<file path="config.mk">
export PLATFORM = sky130hd
export DESIGN_NAME = sat_agc
export DESIGN_NICKNAME = d
export VERILOG_FILES = /design/src/rtl/sat_agc_pkg.sv /design/src/rtl/sat_agc_sat.sv /design/src/rtl/sat_agc.sv
export SDC_FILE = /design/constraint.sdc
export NUM_CORES = 1
export LEC_CHECK = 0
export ABC_AREA = 0
export BUFFER_PORTS_ARGS = -buffer_cell sky130_fd_sc_hd__buf_4
export CAP_MARGIN = 10
export CORE_ASPECT_RATIO = 1.5
export CORE_MARGIN = 3
export CORE_UTILIZATION = 35
export CTS_CLUSTER_SIZE = 40
export DETAILED_ROUTE_END_ITERATION = 6
export SYNTH_ARGS = -nofsm -noshare
export SYNTH_HDL_FRONTEND = slang
export SYNTH_HIERARCHICAL = 1
export SYNTH_SLANG_ARGS = --single-unit
</file>
<file path="constraint.sdc">
create_clock -name clk_i -period 2.1 [get_ports clk_i]
set_clock_uncertainty 0.05 [all_clocks]
set_input_delay 0.105 -clock clk_i [delete_from_list [all_inputs] [get_ports clk_i]]
set_output_delay 0.105 -clock clk_i [all_outputs]
set_load 0.03 [all_outputs]
</file>
<file path="src/rtl/sat_agc_pkg.sv">
// Shared types and elaboration helpers for the sat_agc gain controller.
package sat_agc_pkg;

  typedef enum logic [1:0] {
    NORMAL = 2'd0,
    QUIET  = 2'd1,
    FROZEN = 2'd2
  } agc_state_t;

  function automatic int shift_w(input int max_shift);
    return $clog2(max_shift + 1);
  endfunction

  function automatic bit params_ok(input int dw, input int ow, input int max_shift,
                                   input int init_shift, input int win, input int alarm_th);
    return (dw >= 1) && (ow >= 2) && (ow < dw + max_shift) && (init_shift >= 0) &&
           (init_shift <= max_shift) && (win >= 2) && (alarm_th >= 1);
  endfunction

endpackage

</file>
<file path="src/rtl/sat_agc_sat.sv">
// Signed saturation from IW bits down to OW bits, with an overflow flag.
module sat_agc_sat #(
  parameter int IW = 24,
  parameter int OW = 16
) (
  input  logic signed [IW-1:0] x,
  output logic signed [OW-1:0] y,
  output logic                 sat
);

  localparam logic [OW-1:0] MAX_V = {1'b0, {(OW-1){1'b1}}};
  localparam logic [OW-1:0] MIN_V = {1'b1, {(OW-1){1'b0}}};

  // The value fits only when every bit above the output sign equals that sign.
  logic [IW-OW:0] top;
  assign top = x[IW-1:OW-1];

  always_comb begin
    sat = !((&top) || !(|top));
    y   = x[OW-1:0];
    if (sat) begin
      y = x[IW-1] ? MIN_V : MAX_V;
    end
  end

endmodule

</file>
<file path="src/rtl/sat_agc.sv">
// Shift-gain stage plus saturation, with windowed overload counting that steers the shift.
module sat_agc
  import sat_agc_pkg::*;
#(
  parameter int DW           = 16,
  parameter int OW           = 16,
  parameter int MAX_SHIFT    = 8,
  parameter int INIT_SHIFT   = 4,
  parameter int WIN          = 1024,
  parameter int ALARM_TH     = 4,
  parameter int RECOVER_WINS = 8
) (
  input  logic                          clk_i,
  input  logic                          srst_n_i,
  input  logic [DW-1:0]                 x_i,
  input  logic                          valid_i,
  input  logic                          freeze_i,
  input  logic                          load_i,
  input  logic [shift_w(MAX_SHIFT)-1:0] load_shift_i,
  output logic [OW-1:0]                 y_o,
  output logic                          valid_o,
  output logic                          sat_alarm_o,
  output logic [shift_w(MAX_SHIFT)-1:0] shift_o,
  output logic                          gain_change_o
);

  localparam int SW = shift_w(MAX_SHIFT);
  localparam int IW = DW + MAX_SHIFT;
  localparam int WW = $clog2(WIN);
  localparam int AW = $clog2(ALARM_TH + 1);
  localparam int QW = $clog2(RECOVER_WINS + 2);

  localparam logic [SW-1:0] MAX_S  = SW'(MAX_SHIFT);
  localparam logic [SW-1:0] INIT_S = SW'(INIT_SHIFT);
  localparam logic [WW-1:0] WLAST  = WW'(WIN - 1);
  localparam logic [AW-1:0] ATH    = AW'(ALARM_TH);
  localparam logic [QW-1:0] QRW    = QW'(RECOVER_WINS);

  if (!params_ok(DW, OW, MAX_SHIFT, INIT_SHIFT, WIN, ALARM_TH)) begin : g_bad_params
    $error("sat_agc: illegal parameter combination");
  end

  logic signed [IW-1:0] s1_reg;
  logic                 s1_valid_reg;
  logic signed [IW-1:0] x_ext;
  logic signed [OW-1:0] sat_y;
  logic                 sat_flag;
  logic [OW-1:0]        y_reg;
  logic                 valid_reg;
  logic                 alarm_reg;
  logic [SW-1:0]        shift_reg;
  logic                 gc_reg;
  logic [QW-1:0]        quiet_reg;
  agc_state_t           state_reg;
  logic [WW-1:0]        win_cnt_reg;
  logic [AW-1:0]        alarm_cnt_reg;

  assign x_ext = {{MAX_SHIFT{x_i[DW-1]}}, x_i};

  always_ff @(posedge clk_i) begin
    if (!srst_n_i) begin
      s1_reg       <= '0;
      s1_valid_reg <= 1'b0;
    end else begin
      s1_valid_reg <= valid_i;
      if (valid_i) begin
        s1_reg <= x_ext <<< shift_reg;
      end
    end
  end

  sat_agc_sat #(.IW(IW), .OW(OW)) u_sat (
    .x   (s1_reg),
    .y   (sat_y),
    .sat (sat_flag)
  );

  always_ff @(posedge clk_i) begin
    if (!srst_n_i) begin
      y_reg     <= '0;
      valid_reg <= 1'b0;
      alarm_reg <= 1'b0;
    end else begin
      valid_reg <= s1_valid_reg;
      alarm_reg <= s1_valid_reg & sat_flag;
      if (s1_valid_reg) begin
        y_reg <= sat_y;
      end
    end
  end

  // Alarm count including the sample currently on the output, saturating at the threshold.
  logic          eow;
  logic [AW-1:0] alarm_sum;
  assign eow       = valid_reg && (win_cnt_reg == WLAST);
  assign alarm_sum = (valid_reg && alarm_reg && (alarm_cnt_reg != ATH)) ?
                     alarm_cnt_reg + AW'(1) : alarm_cnt_reg;

  always_ff @(posedge clk_i) begin
    if (!srst_n_i) begin
      win_cnt_reg   <= '0;
      alarm_cnt_reg <= '0;
    end else if (valid_reg) begin
      if (eow) begin
        win_cnt_reg   <= '0;
        alarm_cnt_reg <= '0;
      end else begin
        win_cnt_reg   <= win_cnt_reg + WW'(1);
        alarm_cnt_reg <= alarm_sum;
      end
    end
  end

  logic [SW-1:0] eval_shift;
  logic [QW-1:0] eval_quiet;
  logic [QW-1:0] quiet_inc;
  agc_state_t    eval_state;
  logic [SW-1:0] load_val;

  assign quiet_inc = quiet_reg + QW'(1);
  assign load_val  = (load_shift_i > MAX_S) ? MAX_S : load_shift_i;

  always_comb begin
    eval_shift = shift_reg;
    eval_quiet = '0;
    eval_state = NORMAL;
    if (alarm_sum == ATH) begin
      eval_shift = (shift_reg == '0) ? shift_reg : shift_reg - SW'(1);
    end else if (alarm_sum == '0) begin
      if (quiet_inc >= QRW) begin
        eval_shift = (shift_reg == MAX_S) ? shift_reg : shift_reg + SW'(1);
      end else begin
        eval_quiet = quiet_inc;
        eval_state = QUIET;
      end
    end
  end

  always_ff @(posedge clk_i) begin
    if (!srst_n_i) begin
      shift_reg <= INIT_S;
      gc_reg    <= 1'b0;
      quiet_reg <= '0;
      state_reg <= NORMAL;
    end else begin
      gc_reg <= 1'b0;
      if (load_i) begin
        shift_reg <= load_val;
        gc_reg    <= (load_val != shift_reg);
        quiet_reg <= '0;
        state_reg <= freeze_i ? FROZEN : NORMAL;
      end else if (freeze_i) begin
        quiet_reg <= '0;
        state_reg <= FROZEN;
      end else if (eow) begin
        shift_reg <= eval_shift;
        gc_reg    <= (eval_shift != shift_reg);
        quiet_reg <= eval_quiet;
        state_reg <= eval_state;
      end else if (state_reg == FROZEN) begin
        state_reg <= NORMAL;
      end
    end
  end

  assign y_o           = y_reg;
  assign valid_o       = valid_reg;
  assign sat_alarm_o   = alarm_reg;
  assign shift_o       = shift_reg;
  assign gain_change_o = gc_reg;

endmodule

</file>
==> run metrics, run 1 <==
status=finished with violations; failing checks=design-rule violations, negative setup slack; Final Hold Fails=0; n_diodes=0; Root Driver=clkbuf_16; Via-to-Cell Ratio=5.336; final setup TNS=-0.1205 ns; number of distinct library cells after synthesis=69; relative slew slack=0.5672; slew of the pin with the lowest slew margin=about 0.65 ns; clock latency on the worst-skew pair=~0.33 ns; setup ws final=-0.08919 ns; CTS sink cnt=65; Fin Hold WS=between 0.015 and 0.02 ns; register bit total from synthesis=65; layout cell share with drive strength beyond 1=0.2525; Tmin final=2.189 ns; prevailing post-synth register cell=dfxtp_1; commonest non-fill, non-tap cell in the layout=buf_4; die area=12660 sq um; io pins=48; Synth Area per Inst=8.750 sq um; drt wl/cell=~15 microns; final setup fails=2; Max Freq=roughly 460 MHz; via count=3490; Worst VDD drop=0.3936 mV; top cell type's share of synthesized area=0.3283; Initial Util=0.3585; ys async rst share=0; synthesized cell area=3964 sq um; die width=92.89 microns; total track usage=0.1585; RSZ-0062 raised after global routing=yes; Area growth syn-to-layout=23.04%; max FFs per register=24; most frequent cells in the layout=buf_4, dfxtp_1, nor2_1, nand2_1, nand3_1; grt ovf=0; die height=136.3 microns; cell taking the most area after synthesis=dfxtp_1; Site Rows=47; Data arrival, critical path=2.38 ns; Clk pin slew, worst setup/hold paths=roughly 0.05 ns; syn nets=484; largest net degree at the start of global routing=58; worst-case clock buffer depth=2; drt pass-1 iters=7; Leakage=1.940 nW; Max Slew Vio Count=0; Detail Route Antenna Nets=0; Post-Syn Instances=453; Post-synth EDFFs=0; vias in the first global route=approximately 3400; Seq/Total Area, Yosys=0.3283; dpl hpwl=7.319 mm; maxcap violations=0; GPL Wtd Cong=0.8272; total power=0.003532 W; CP Capture Type=register; Worst setup SP type=register; CTS tree=yes; pwr/cell area=724.2 nW/um^2; DRT iter0 DRCs=approximately 190; CTS HTree Levels=3; CTS Buf Count=9; initial antenna violation count=0; CP required=2.29 ns; Core Box Area=11060 sq um; Total Wirelength=9.736 mm; period utilization=1.042; largest cells by area after synthesis=dfxtp_1, mux2i_1, mux4_2; post-route DRC violation count=1; YS warnings=6; nets@finish=533; Hold Path Class=input port to register; CP max FO=3; first-pass GRT wire length=about 16 mm; critical path class=register to register; Buffers on Ports=47
final timing paths:
path | start | endpoint | slack (ns) | depth (start not counted)
hold reg to reg | quiet_reg[3] | quiet_reg[3] | 0.42 | 2
setup reg to reg | alarm_cnt_reg[0] | shift_o[1] | -0.09 | 8
hold / removal | load_i | shift_o[2] | 0.02 | 2
setup / recovery | alarm_cnt_reg[0] | shift_o[1] | -0.09 | 8
critical path, stage by stage, from the launching register on:
cell,delay [ns]
dfxtp_2,0.32
buf_4,0.13
ha_1,0.20
and3_2,0.24
a21o_2,0.22
a21oi_4,0.11
a211oi_1,0.08
or4b_4,0.54
o31ai_2,0.21
metrics by stage:
stage | cells | utilization | setup WS [ns] | instance area (sq um)
2_1_floorplan | 453 | - | -0.05511 | 3969
3_3_place_gp | 636 | 0.4077 | -0.06401 | 4507
3_5_place_dp | 636 | 0.4077 | -0.1338 | 4507
4_1_cts | 654 | 0.4373 | -0.1277 | 4835
5_1_grt | 654 | 0.4412 | -0.1792 | 4877
6_report | 654 | 0.4412 | -0.08919 | 4877
area by class of cell:
type	count	area [sq um]
fillers	1165	6178
multi-input cells	344	2496
flip-flops and latches	65	1306
repair buffers	72	555.5
clock buffers	11	242.7
well taps	147	183.9
clock inverters	5	55.05
inverters	10	37.54
what timing repair did:
action	CTS	global route
setup buffers	1	0
gates resized for setup	1	8
hold endpoints to repair	1	0
pin swaps	2	3
hold buffers	1	0
endpoints found under the setup margin	3	4
power by group:
group	switching [W]	leakage (nW)	internal, W
sequential	0.0000564	0.534	0.00131
clock	0.000543	0.142	0.000946
combinational	0.000365	1.26	0.000315
total	0.000965	1.94	0.00257
synth_stat cells, types with 3 or more instances:
library cell	instances
mux2_2	4
a21boi_0	6
a211oi_1	4
o21a_1	5
xor2_1	11
nor3_1	6
inv_1	8
a41oi_1	3
buf_4	3
xnor2_1	8
mux4_2	12
and4_1	3
nand3_1	31
clkbuf_1	22
nand2_1	34
and2_1	8
ha_1	6
nor2b_1	25
nand4_1	4
mux2i_1	27
a2bb2oi_1	15
a21oi_1	24
a31oi_1	3
nor2_1	39
and3_1	5
o21ai_0	19
dfxtp_1	65
metal layers:
metal | up-vias | GRT usage | share of wire
met4 | 0 | 0.08965 | 0.034
li1 | 1739 | - | -
met1 | 1625 | 0.1971 | 0.45
met5 | - | 0 | 0
met3 | 28 | 0.02326 | 0.036
met2 | 98 | 0.2605 | 0.48
cell families (layout without fill, tap and decap cells):
logic type	Yosys count	count (layout)	synth area share
AOI/OAI and AO/OA	103	103	0.1825
xor gates and xnor gates	19	19	0.04198
adders and majority gates	6	6	0.01894
buffers and inverters	44	98	0.05587
DFF	65	65	0.3283
muxes	43	43	0.1477
and+or+nand+nor	173	173	0.2248
Note: power is estimated with default switching activity, not from simulation.
==> run 2: changes to the inputs <==
- CTS_BUF_LIST: not set -> sky130_fd_sc_hd__clkbuf_8
==> run 2 against run 1 <==
  * The flow finishes with violations (negative setup slack)
  * Sequential share of layout area up 0.13 points
  * Highest routed layer unchanged
  * Critical path type unchanged
  * Largest power group is now sequential cells
  * Critical endpoint unchanged
  * Power down 12%
  * Non-clock buffer count up 4
==> run metrics, run 2 (synthesized netlist as in run 1, its figures left out) <==
status=finished with violations; failing checks=negative setup slack; Worst setup SP type=register; R2R cell count=9 (+1); CP max FO=2 (-1); hold path startpoint=load_shift_i[1]; relative slew slack=0.5735 (+0.006337); worst-case clock buffer depth=2 (unchanged); via count=3510 (+0.57%); Final Hold Fails=0 (unchanged); Root Driver=clkbuf_8; nets@finish=537 (+0.75%); Buffers on Ports=47 (unchanged); largest net degree at the start of global routing=58 (unchanged); Critical Path Start=alarm_cnt_reg[1]; DP Worst Slack=-0.1338 ns (unchanged); most frequent cells in the layout=buf_4, dfxtp_1, nor2_1, nand2_1, nand3_1; n_diodes=0 (unchanged); DRT iter0 DRCs=199 (+3.6%); period utilization=1.063 (+0.02070); CTS sink cnt=65 (unchanged); Via-to-Cell Ratio=5.334 (about the same); Detail Route Antenna Nets=0 (unchanged); CTS HTree Levels=3 (unchanged); Max Slew Vio Count=0 (unchanged); CP required=2.31 ns (+0.02 ns); die height=136.3 microns (unchanged); initial antenna violation count=0 (unchanged); Initial Util=0.3585 (unchanged); Site Rows=47 (unchanged); die area=12660 sq um (unchanged); max FFs per register=24 (unchanged); setup ws final=-0.1326 ns (-0.04346 ns); total track usage=0.1578 (-0.0006912); Total Wirelength=9.818 mm (+0.84%); GPL Wtd Cong=0.8272 (unchanged); layout cell share with drive strength beyond 1=0.2661 (+0.01368); grt ovf=0 (unchanged); CTS tree=yes; commonest non-fill, non-tap cell in the layout=buf_4; vias in the first global route=3405 (-0.15%); maxcap violations=0 (unchanged); post-route DRC violation count=0 (-1); Max Freq=447.9 MHz (-1.9%); Placed Area=4507 sq um (unchanged); Worst VDD drop=0.2927 mV (-26%); final setup fails=2 (unchanged); Tmin final=2.233 ns (+0.04346 ns); Data arrival, critical path=2.44 ns (+0.06 ns); CTS Buf Count=9 (unchanged); Clk pin slew, worst setup/hold paths=0.08 ns (+0.03 ns); Post-Layout Inst Area=4853 sq um (-0.49%); Hold Path Depth=3 (+1); Fin Hold WS=0.02752 ns (+0.009960 ns); drt pass-1 iters=7 (unchanged); clock latency on the worst-skew pair=0.34 ns (about the same); Area growth syn-to-layout=22.44%; dpl hpwl=7.319 mm (unchanged); Leakage=1.922 nW (-0.93%); die width=92.89 microns (unchanged); CP Capture Type=register; pwr/cell area=642.2 nW/um^2 (-11%); io pins=48 (unchanged); first-pass GRT wire length=16.23 mm (-0.26%); slew of the pin with the lowest slew margin=0.6388 ns (-0.009492 ns); RSZ-0062 raised after global routing=yes; Core Box Area=11060 sq um (unchanged); RR Startpoint=alarm_cnt_reg[1]; drt wl/cell=14.92 microns (+0.23%); Hold Path Class=input port to register; critical path class=register to register
==> run 2: cell count changes in the layout (fill, tap and decap cells not counted), sizes merged <==
| cell | previous run | this run |
|---|---|---|
| inv | 9 | 10 |
| buf | 71 | 73 |
| clkbuf | 11 | 10 |
| dlygate4sd3 | 1 | 3 |
==> run 2: path summary, 6_finish.rpt <==
path / endpoint / slack (ns)
max: shift_o[1] / -0.13
min: shift_o[1] / 0.03
max reg2reg: shift_o[1] / -0.13
min reg2reg: quiet_reg[3] / 0.42
==> run 2: power breakdown <==
part | total, W | internal, W | leakage (nW) | switching (W)
clock | 0.00107 | 0.000572 | 0.0995 | 0.000498
sequential | 0.00136 | 0.00130 | 0.534 | 0.0000567
combinational | 0.000687 | 0.000319 | 1.29 | 0.000368
total | 0.00312 | 0.00219 | 1.92 | 0.000922
==> run 2: worst max-delay path: stages (launching register included) <==
cell	delay, ns
dfxtp_2	0.34
inv_2	0.05
ha_4	0.26
and2b_2	0.21
nand4_1	0.15
buf_4	0.16
a211oi_2	0.06
nor4b_4	0.14
or4b_4	0.52
o31ai_2	0.21
==> run 2: through the flow <==
stage          total power (W)  setup TNS, ns  utilization  std cells
2_1_floorplan         0.001851       -0.05511            -        453
3_3_place_gp          0.002060        -0.1109       0.4077        636
3_5_place_dp          0.002067        -0.3286       0.4077        636
4_1_cts               0.003157        -0.2238       0.4293        656
5_1_grt               0.003285        -0.3959       0.4390        658
6_report              0.003117        -0.1802       0.4390        658
==> run 2: routing by layer <==
| metal | track usage | up-vias | share of wire | wire length, microns |
|---|---|---|---|---|
| met5 | 0 | - | 0 | 0 |
| met3 | 0.02658 | 27 | 0.034 | 330 |
| li1 | - | 1739 | - | - |
| met4 | 0.08231 | 0 | 0.032 | 314 |
| met2 | 0.2601 | 85 | 0.49 | 4776 |
| met1 | 0.1964 | 1659 | 0.45 | 4397 |
==> run 2: final cells by class <==
cell class,instances,area (sq um)
clock inverters,6,58.81
clock buffers,10,137.6
multi-input cells,344,2531
flip-flops and latches,65,1306
repair buffers,76,598.1
well taps,147,183.9
fillers,1179,6202
inverters,10,37.54
==> run 2: timing repair <==
action                     CTS  global route
pin swaps                    1            10
gates resized for setup      1            20
hold endpoints to repair     2             0
setup endpoints to repair    3             5
setup buffers                1             2
hold buffers                 3             0
